$ cat src/rtl/wb_arbiter_rr_if.sv
// Write-back bus between the execution-unit producers and the arbiter.
// The producer side (master) presents per-channel results and sees the grant;
// the arbiter (slave) returns the grant and drives the registered write port.
interface wb_arbiter_rr_if #(
  parameter int N_CH  = 3,
  parameter int XLEN  = 32,
  parameter int RD_W  = 5,
  parameter int CNT_W = 32
);
  localparam int CH_W = (N_CH > 1) ? $clog2(N_CH) : 1;

  logic [N_CH-1:0]      res_v;
  logic [N_CH*XLEN-1:0] res;
  logic [N_CH*RD_W-1:0] rd_i;
  logic [N_CH-1:0]      exc_i;
  logic [N_CH-1:0]      ok_o;
  logic [XLEN-1:0]      result;
  logic [RD_W-1:0]      rd;
  logic                 result_v;
  logic                 exc_o;
  logic [CH_W-1:0]      exc_ch;
  logic [CNT_W-1:0]     retired;

  modport master (
    output res_v, res, rd_i, exc_i,
    input  ok_o, result, rd, result_v, exc_o, exc_ch, retired
  );

  modport slave (
    input  res_v, res, rd_i, exc_i,
    output ok_o, result, rd, result_v, exc_o, exc_ch, retired
  );
endinterface

$ cat src/rtl/wb_arbiter_rr.sv
// Round-robin write-back arbiter: merges N_CH producer channels into one
// registered register-file write port, with exception priority, exception
// channel reporting and a retired-instruction counter.
module wb_arbiter_rr #(
  parameter int N_CH  = 3,
  parameter int XLEN  = 32,
  parameter int RD_W  = 5,
  parameter int CNT_W = 32
) (
  input logic             clk,
  input logic             rst,
  wb_arbiter_rr_if.slave  bus
);
  localparam int CH_W = (N_CH > 1) ? $clog2(N_CH) : 1;

  logic [CH_W-1:0] ptr;

  logic            exc_found;
  logic [CH_W-1:0] exc_idx;
  logic            hi_found;
  logic [CH_W-1:0] hi_idx;
  logic            lo_found;
  logic [CH_W-1:0] lo_idx;

  logic            gnt_any;
  logic            gnt_exc;
  logic [CH_W-1:0] gnt_idx;
  logic [N_CH-1:0] gnt_oh;
  logic [XLEN-1:0] sel_res;
  logic [RD_W-1:0] sel_rd;

  // Pick the granted channel: lowest-index exception first, otherwise the
  // first valid channel at or above ptr, otherwise the lowest valid (wrap).
  always_comb begin
    // NOTE: every output of a combinational block gets a default first so
    // no path leaves it unassigned and infers a latch.
    exc_found = 1'b0;
    exc_idx   = '0;
    hi_found  = 1'b0;
    hi_idx    = '0;
    lo_found  = 1'b0;
    lo_idx    = '0;
    // Descending scan: the last hit written is the lowest index.
    for (int i = N_CH - 1; i >= 0; i--) begin
      if (bus.res_v[i]) begin
        lo_found = 1'b1;
        lo_idx   = CH_W'(i);
        if (CH_W'(i) >= ptr) begin
          hi_found = 1'b1;
          hi_idx   = CH_W'(i);
        end
        if (bus.exc_i[i]) begin
          exc_found = 1'b1;
          exc_idx   = CH_W'(i);
        end
      end
    end
    gnt_exc = exc_found && !rst;
    gnt_any = lo_found && !rst;
    if (exc_found)     gnt_idx = exc_idx;
    else if (hi_found) gnt_idx = hi_idx;
    else               gnt_idx = lo_idx;
  end

  // Decode the grant to one-hot and select the granted channel's payload.
  always_comb begin
    gnt_oh  = '0;
    sel_res = '0;
    sel_rd  = '0;
    for (int i = 0; i < N_CH; i++) begin
      if (gnt_idx == CH_W'(i)) begin
        gnt_oh[i] = gnt_any;
        sel_res   = bus.res[i*XLEN +: XLEN];
        sel_rd    = bus.rd_i[i*RD_W +: RD_W];
      end
    end
  end

  assign bus.ok_o = gnt_oh;

  // Advance the pointer past each grant and register the write-back beat.
  always_ff @(posedge clk) begin
    // NOTE: state registers use non-blocking assignments so every flop
    // samples pre-edge values, independent of statement order.
    if (rst) begin
      ptr          <= '0;
      bus.result   <= '0;
      bus.rd       <= '0;
      bus.result_v <= 1'b0;
      bus.exc_o    <= 1'b0;
      bus.exc_ch   <= '0;
      bus.retired  <= '0;
    end else begin
      bus.result_v <= 1'b0;
      bus.exc_o    <= 1'b0;
      if (gnt_any) begin
        ptr <= (gnt_idx == CH_W'(N_CH - 1)) ? '0 : gnt_idx + 1'b1;
        if (gnt_exc) begin
          bus.exc_o  <= 1'b1;
          bus.exc_ch <= gnt_idx;
        end else begin
          // A write to x0 is dropped at the port but still retires.
          bus.result   <= sel_res;
          bus.rd       <= sel_rd;
          bus.result_v <= (sel_rd != '0);
          bus.retired  <= bus.retired + 1'b1;
        end
      end
    end
  end
endmodule

$ cat src/flat_wrapper.sv
// flat-port wrapper written by rule: the top's interface ports become plain ports
module wb_arbiter_rr_flat 
#(
  parameter int N_CH  = 3,
  parameter int XLEN  = 32,
  parameter int RD_W  = 5,
  parameter int CNT_W = 32
)
  (clk, rst, bus_res_v, bus_res, bus_rd_i, bus_exc_i, bus_ok_o, bus_result, bus_rd, bus_result_v, bus_exc_o, bus_exc_ch, bus_retired);
  wb_arbiter_rr_if #(.N_CH(N_CH), .XLEN(XLEN), .RD_W(RD_W), .CNT_W(CNT_W)) bus_i ();
  input logic clk;
  input logic rst;
  input wire logic [$bits(bus_i.res_v)-1:0] bus_res_v;
  input wire logic [$bits(bus_i.res)-1:0] bus_res;
  input wire logic [$bits(bus_i.rd_i)-1:0] bus_rd_i;
  input wire logic [$bits(bus_i.exc_i)-1:0] bus_exc_i;
  output wire logic [$bits(bus_i.ok_o)-1:0] bus_ok_o;
  output wire logic [$bits(bus_i.result)-1:0] bus_result;
  output wire logic [$bits(bus_i.rd)-1:0] bus_rd;
  output wire logic [$bits(bus_i.result_v)-1:0] bus_result_v;
  output wire logic [$bits(bus_i.exc_o)-1:0] bus_exc_o;
  output wire logic [$bits(bus_i.exc_ch)-1:0] bus_exc_ch;
  output wire logic [$bits(bus_i.retired)-1:0] bus_retired;
  assign bus_i.res_v = bus_res_v;
  assign bus_i.res = bus_res;
  assign bus_i.rd_i = bus_rd_i;
  assign bus_i.exc_i = bus_exc_i;
  assign bus_ok_o = bus_i.ok_o;
  assign bus_result = bus_i.result;
  assign bus_rd = bus_i.rd;
  assign bus_result_v = bus_i.result_v;
  assign bus_exc_o = bus_i.exc_o;
  assign bus_exc_ch = bus_i.exc_ch;
  assign bus_retired = bus_i.retired;
  wb_arbiter_rr #(.N_CH(N_CH), .XLEN(XLEN), .RD_W(RD_W), .CNT_W(CNT_W)) u_core (.clk(clk), .rst(rst), .bus(bus_i));
endmodule
$ cat config.mk
export PLATFORM = sky130hd
export DESIGN_NAME = wb_arbiter_rr_flat
export DESIGN_NICKNAME = d
export VERILOG_FILES = /design/src/rtl/wb_arbiter_rr_if.sv /design/src/rtl/wb_arbiter_rr.sv /design/src/flat_wrapper.sv
export SDC_FILE = /design/constraint.sdc
export NUM_CORES = 1
export LEC_CHECK = 0
export CORE_AREA = 2 2 103 105
export CTS_BUF_LIST = sky130_fd_sc_hd__clkbuf_8
export DETAILED_ROUTE_END_ITERATION = 8
export DIE_AREA = 0 0 105 107
export GPL_TIMING_DRIVEN = 0
export PLACE_DENSITY = 0.77
export RECOVER_POWER = 25
export SLEW_MARGIN = 40
export SYNTH_ARGS = -nofsm -noshare
export SYNTH_HDL_FRONTEND = slang
export SYNTH_SLANG_ARGS = --single-unit
$ cat constraint.sdc
create_clock -name clk -period 2.6 [get_ports clk]
set_input_delay 0.65 -clock clk [delete_from_list [all_inputs] [get_ports clk]]
set_output_delay 0.65 -clock clk [all_outputs]
set_load 0.05 [all_outputs]
==> results of run 1 <==
-- worst max-delay path, delay by kind of cell --
| kind | cells | cell delay (ns) |
|---|---|---|
| compound gates | 2 | 0.41 |
| buf+inv | 3 | 0.52 |
| simple gates | 2 | 0.26 |
-- metrics by stage --
stage                     hold WS [ns]  utilization [%]  setup TNS, ns  instances  cell area (um2)
after CTS                        0.457             59.4              0        801             5990
after detailed placement         0.438             56.3         -53.99        778             5680
final                            0.449             59.4              0        799             6000
after floorplan                  0.450                -              0        450             3590
after global placement           0.433             56.3         -50.23        778             5680
after global routing             0.466             59.4        -0.0168        799             6000
-- logic make-up (layout without fill, tap and decap cells) --
kind of cell | count (synthesis) | after routing | synth area share (%)
flip-flops | 75 | 75 | 42.1
AO/OA/AOI/OAI | 130 | 130 | 23.9
buffers and inverters | 33 | 246 | 3.86
XOR/XNOR | 28 | 28 | 6.87
adder cells (fa/ha/maj) | 1 | 1 | 0.350
AND/OR/NAND/NOR | 183 | 183 | 23.0
-- worst min-delay path by stage --
stage	to	slack, ns	cells after the start
after floorplan	u_core.ptr[1]	0.45	2
after global placement	u_core.bus.rd[1]	0.43	1
after detailed placement	u_core.bus.rd[3]	0.44	1
after CTS	u_core.bus.rd[3]	0.46	1
after global routing	u_core.bus.result[24]	0.47	1
final	u_core.bus.result[26]	0.45	1
-- layout by cell type, fill, tap and decap left out, types with 3 or more instances in the layout --
cell and count:
a21o_1 14, a21oi_1 5, a31o_2 24, a31oi_1 36, and2_1 3, and3_1 5, and4_1 4, buf_2 5
buf_4 9, clkbuf_1 21, clkbuf_8 13, clkdlybuf4s50_1 158, clkinv_2 3, dfxtp_1 74, dlygate4sd3_1 26, nand2_1 91
nand3_1 12, nand4_1 6, nor2_1 36, nor2_4 3, nor3_1 6, o21ai_0 40, or3_1 5, xnor2_1 5
xor2_1 23
-- routing by layer --
layer	track usage, %	up-vias	wire (um)
met4	8.95	0	287
li1	-	2014	-
met5	0	-	0
met2	41.2	189	6310
met1	24.9	1969	5110
met3	5.47	22	993
-- area by class of cell --
class                   count  area [um2]  area share [%]
plain buffers              30         168            2.80
multi-input cells         342        2000            33.4
flip-flops and latches     75        1500            25.1
clock buffers               9         124            2.07
repair buffers            200        1970            32.8
inverters                   1        5.00          0.0835
well taps                 136         170            2.84
clock inverters             6        58.8           0.981
-- registers in the layout, indices dropped and copies added, names as in the netlist --
signal,count
u_core.bus.result_v,1
u_core.ptr,2
u_core.bus.retired,32
u_core.bus.exc_o,1
u_core.bus.result,32
u_core.bus.exc_ch,2
u_core.bus.rd,5
-- report_power, final --
part | internal, uW | leakage [uW] | switching (uW)
Combinational | 383 | 0.00167 | 511
Clock | 431 | 0.0000923 | 424
Sequential | 1220 | 0.000613 | 38.2
Total | 2030 | 0.00237 | 974
-- repair_timing --
item | in CTS | in global routing
gates resized for setup | 57 | 10
buffers inserted | 8 | 0
pin swaps | 4 | 4
setup endpoints to repair | 73 | 44
gates cloned | 0 | 0
==> parameters.txt, run 1 <==
Parameter                              Value

STA
  Max Slew Vio Count    0
  Headroom to the max-slew limit    58.0%
  Total of endpoints with negative setup slack in the final report    0
  Final worst setup slack    about 0.090 ns
  Clock tree skew after final layout    about 0.0075 ns
  Final hold violation count    0
  Tcrit/Tclk final    between 90 and 100%
  Post-layout min period    approximately 2.5 ns
  Fmax    approximately 400 MHz
  Slew at the pin with the worst max-slew slack    0.627 ns

Placed design
  Number of input and output port buffers inserted    between 150 and 200
  Routability cong.    between 0.8 and 0.9
  Pre-CTS worst setup slack    -1.77 ns
  Final HPWL from detailed placement    about 9800 um

Logic synthesis
  FF+latch count, synth    75
  Average size of a mapped cell    approximately 7.9 um2
  Post-synthesis sequential area ratio    roughly 42%
  Cell type contributing the most total cell area after synthesis    dfxtp_1
  YS warnings    0
  Post-synth EDFFs    0
  Ranking of synthesized cells by instance count    nand2_1 (91), dfxtp_1 (75), o21ai_0 (41), nor2_1 (39), a31oi_1 (36)
  Post-synth net total    570
  Most common cell in the netlist    nand2_1
  Top cells by area in the synthesized netlist    dfxtp_1 (42%), nand2_1 (9.6%), a31oi_1 (6.3%)
  Post-synthesis instance area    roughly 3600 um2
  Cells after synthesis    450
  Post-synth cell types    40
  Dominant synthesized flop cell    dfxtp_1
  Post-synth top area share    a little over two fifths
  Async S/R FF share, synth    0%

CTS
  Clock transition at path regs    roughly 0.08 ns
  Buffer cell driving the clock tree root    clkbuf_8
  Number of H-tree levels    3
  Clock buffer depth    2
  Insertion delay to the later sink of the worst-skew pair    0.34 ns
  Sink count of the clock tree    between 70 and 80
  TritonCTS Buffers    9
  Number of buffers inserted by hold repair at cts    0
  TritonCTS clock tree    built

Setup path
  First element of the critical path    bus_res_v[0]
  Kind of end point of the critical path    output port
  Type of element launching the critical path    primary input
  Endpoint of the worst register-to-register path    u_core.bus.result[17]
  CP max stage cell    o311ai_4
  Launch point of the worst reg-to-reg path    u_core.ptr[0]
  Maximum fanout along the worst path    7
  Worst endpoint data arrival time    between 1.5 and 2 ns
  Max incr delay on CP    about 0.32 ns
  Capturing element of the worst setup path    bus_ok_o[0]
  Cell depth of the worst flop-to-flop path    8
  Reg2reg setup slack    around 0.23 ns
  Cells traversed along the worst timing path    buf_2 > a21oi_2 > o311ai_4 > buf_4 > nand2_1 > nor2_4 > buf_8
  Required time worst endpoint    1.95 ns
  Kind of critical path    primary input to output port

Global routing
  Global-route wire length before repair    about 20000 um
  Number of antenna violations at the first check in global routing    0
  Global router's overall resource usage    between 20% and 30%
  Global route total overflow    0
  Vias in the first global route    4301
  Pin count of the biggest net entering global routing    13

Layout
  Final-stage net count    a little under 800
  Area growth from synthesis to layout    68.0%
  N_diodes    0
  Number of filler cells placed in the layout    slightly above 900
  Layout cells sized above 1    11.5%

Detailed routing
  Initial DRC Count    about 150
  Vias after detailed routing    ~4200
  Detailed-route wire length    approximately 13000 um
  Post-DR vias/cell    between 5 and 6
  Number of detailed-route iterations in the first pass    4
  Post-route DRC violation count    0
  Remaining number of nets flagged by the antenna check after routing    0
  Detail-routed net length per standard cell    between 15 and 20 um

Run status
  Run status    complete, no violations

Floorplan
  Vertical extent of the die    around 110 um
  Die area    11200 um2
  Width of the chip    about 110 um
  I/O pin cnt    195
  Core Region    about 10000 um2
  Starting utilization of the core area    35.4%
  Row cnt    37

Min path
  Worst Hold Class    flop to flop
  Hold_sp    u_core.bus.result[26]

Power
  Leakage Power    roughly 0.0024 uW
  Max VDD drop    ~0.25 mV
  Total design power    roughly 3000 uW
  Power per cell area    ~500 nW/um2

Flow run
  Number of maximum-capacitance constraint violations    0
No activity file was read; power rests on OpenSTA's default activity.
==> run 2, diff against run 1 <==
--- a/config.mk
+++ b/config.mk
@@ -5,10 +5,11 @@
 export SDC_FILE = /design/constraint.sdc
 export NUM_CORES = 1
 export LEC_CHECK = 0
-export CORE_AREA = 2 2 103 105
+export ABC_AREA = 0
+export CORE_AREA = 2 2 79 137
 export CTS_BUF_LIST = sky130_fd_sc_hd__clkbuf_8
 export DETAILED_ROUTE_END_ITERATION = 8
-export DIE_AREA = 0 0 105 107
+export DIE_AREA = 0 0 81 139
 export GPL_TIMING_DRIVEN = 0
 export PLACE_DENSITY = 0.77
 export RECOVER_POWER = 25
==> parameters.txt, run 2 (synthesis gave the netlist of run 1 again) <==
Parameter                              Value

Setup path
  Max incr delay on CP    between 0.3 and 0.4 ns
  CP max stage cell    o311ai_4
  Family with the most delay on the worst path    buffers and inverters
  Required time worst endpoint    roughly 2.0 ns
  Maximum fanout along the worst path    10
  Cells traversed along the worst timing path    buf_2 > a21oi_1 > o311ai_4 > clkbuf_8 > clkbuf_8 > nor2_4 > buf_6
  Top cell by count, worst path    clkbuf_8
  Worst endpoint data arrival time    around 1.9 ns
  Launch point of the worst reg-to-reg path    u_core.ptr[1]
  Kind of critical path    primary input to output port
  Buffer and inverter count on the worst path    4
  First element of the critical path    bus_res_v[0]
  Type of element launching the critical path    primary input
  Kind of end point of the critical path    output port

STA
  Final hold violation count    0
  Total of endpoints with negative setup slack in the final report    0
  Final worst setup slack    roughly 0.066 ns
  Final hold slack    between 0.4 and 0.5 ns
  Clock tree skew after final layout    around 0.0067 ns
  Slew at the pin with the worst max-slew slack    just under 0.6 ns
  Post-layout min period    2.53 ns
  Tcrit/Tclk final    97.4%
  RSZ-0062 raised after global routing    no
  Headroom to the max-slew limit    approximately 60%
  Max Slew Vio Count    0
  Setup TNS    0 ns
  Fmax    slightly below 400 MHz

Min path
  Hold_sp    u_core.bus.result[25]
  Worst Hold Class    flop to flop

Power
  Power per cell area    approximately 500 nW/um2
  Max VDD drop    about 0.30 mV
  Leakage Power    0.00239 uW

Global routing
  Global route total overflow    0
  Vias in the first global route    ~4300
  Pin count of the biggest net entering global routing    13
  Global-route wire length before repair    20700 um
  Number of antenna violations at the first check in global routing    0
  Global router's overall resource usage    between 20% and 30%

Layout
  Layout cells sized above 1    approximately 11%
  Area growth from synthesis to layout    67.9%
  Leading cell type in the layout, fill and taps excluded    clkdlybuf4s50_1
  N_diodes    0
  Top flop regs    u_core.bus.result: 32 flops, u_core.bus.retired: 32 flops, u_core.bus.rd: 5 flops
  Final-stage net count    778
  Final Instance Count excl. Fillers    790
  Commonest cells after routing, fill and taps aside    clkdlybuf4s50_1 (154), nand2_1 (91), dfxtp_1 (73)

Floorplan
  Starting utilization of the core area    a little over a third
  Core Region    just over 10000 um2
  Row cnt    49
  Vertical extent of the die    139 um
  Width of the chip    81 um
  Die area    between 10000 and 15000 um2
  I/O pin cnt    between 150 and 200

CTS
  Clock transition at path regs    0.08 ns
  Clock buffer depth    2
  Insertion delay to the later sink of the worst-skew pair    ~0.36 ns
  Sink count of the clock tree    75
  TritonCTS clock tree    built
  TritonCTS Buffers    9
  Buffer cell driving the clock tree root    clkbuf_8
  Number of H-tree levels    3

Detailed routing
  Post-route DRC violation count    0
  Number of detailed-route iterations in the first pass    5
  Detailed-route wire length    ~13000 um
  Vias after detailed routing    between 4000 and 5000
  Post-DR vias/cell    5.29
  Detail-routed net length per standard cell    between 15 and 20 um
  Remaining number of nets flagged by the antenna check after routing    0
  Initial DRC Count    135

Run status
  Run status    complete, no violations

Placed design
  Number of input and output port buffers inserted    192
  Routability cong.    0.783
  Placed insts    just under 800
  Pre-CTS worst setup slack    -1.79 ns
  Final HPWL from detailed placement    about 10000 um

Flow run
  Number of maximum-capacitance constraint violations    0
-- run 2: cell types whose count changed in the layout (fill, tap and decap cells not counted), sizes merged --
cell           delta
clkdlybuf4s50     -4
buf               -2
dlygate4sd3       +4
clkinvlp          -2
clkdlybuf4s15     +1
clkbuf            +1
inv               +2
-- run 2: what timing repair did --
action                                  CTS  global route
endpoints found under the setup margin   73            12
setup buffers                             6             0
pin swaps                                 4             3
hold buffers                              0             0
resized for setup                        60             8
-- run 2: layer usage --
metal  global-route usage (%)  wire [um]  up-vias  share of wire, %
met4                     13.9        523        0               4.0
met1                     24.1       4650     1949                36
met3                     4.62        761       40               5.8
met5                        0          0        -                 0
met2                     43.1       7160      173                55
li1                         -          -     2018                 -
-- run 2: final cells by class --
| type | instances | area, um2 |
|---|---|---|
| fill | 969 | 4190 |
| multi-input combinational | 342 | 2000 |
| timing repair buffer | 198 | 1950 |
| sequential | 75 | 1510 |
| buffer | 31 | 171 |
| tap | 127 | 159 |
| clock buffer | 10 | 138 |
| clock inverter | 6 | 56.3 |
| inverter | 1 | 5.00 |
-- run 2: stage by stage --
| step | total power [uW] | cell area [um2] | utilization (%) |
|---|---|---|---|
| 2_1_floorplan | 1750 | 3590 | - |
| 4_1_cts | 3080 | 5980 | 58.8 |
| 5_1_grt | 3170 | 5990 | 58.9 |
| 6_report | 3040 | 5990 | 58.9 |
| 3_5_place_dp | 2160 | 5670 | 55.7 |
| 3_3_place_gp | 2150 | 5670 | 55.7 |
-- run 2: report_power, final --
| group | switching [uW] | internal [uW] |
|---|---|---|
| clock | 438 | 463 |
| combinational | 507 | 377 |
| sequential | 39.8 | 1220 |
| total | 984 | 2060 |
-- run 2: final timing paths --
check / end / slack (ns) / cells past startpoint
max: bus_ok_o[2] / 0.07 / 7
min: u_core.bus.result[25] / 0.45 / 1
max reg2reg: u_core.bus.result[16] / 0.32 / 8
min reg2reg: u_core.bus.result[25] / 0.45 / 1
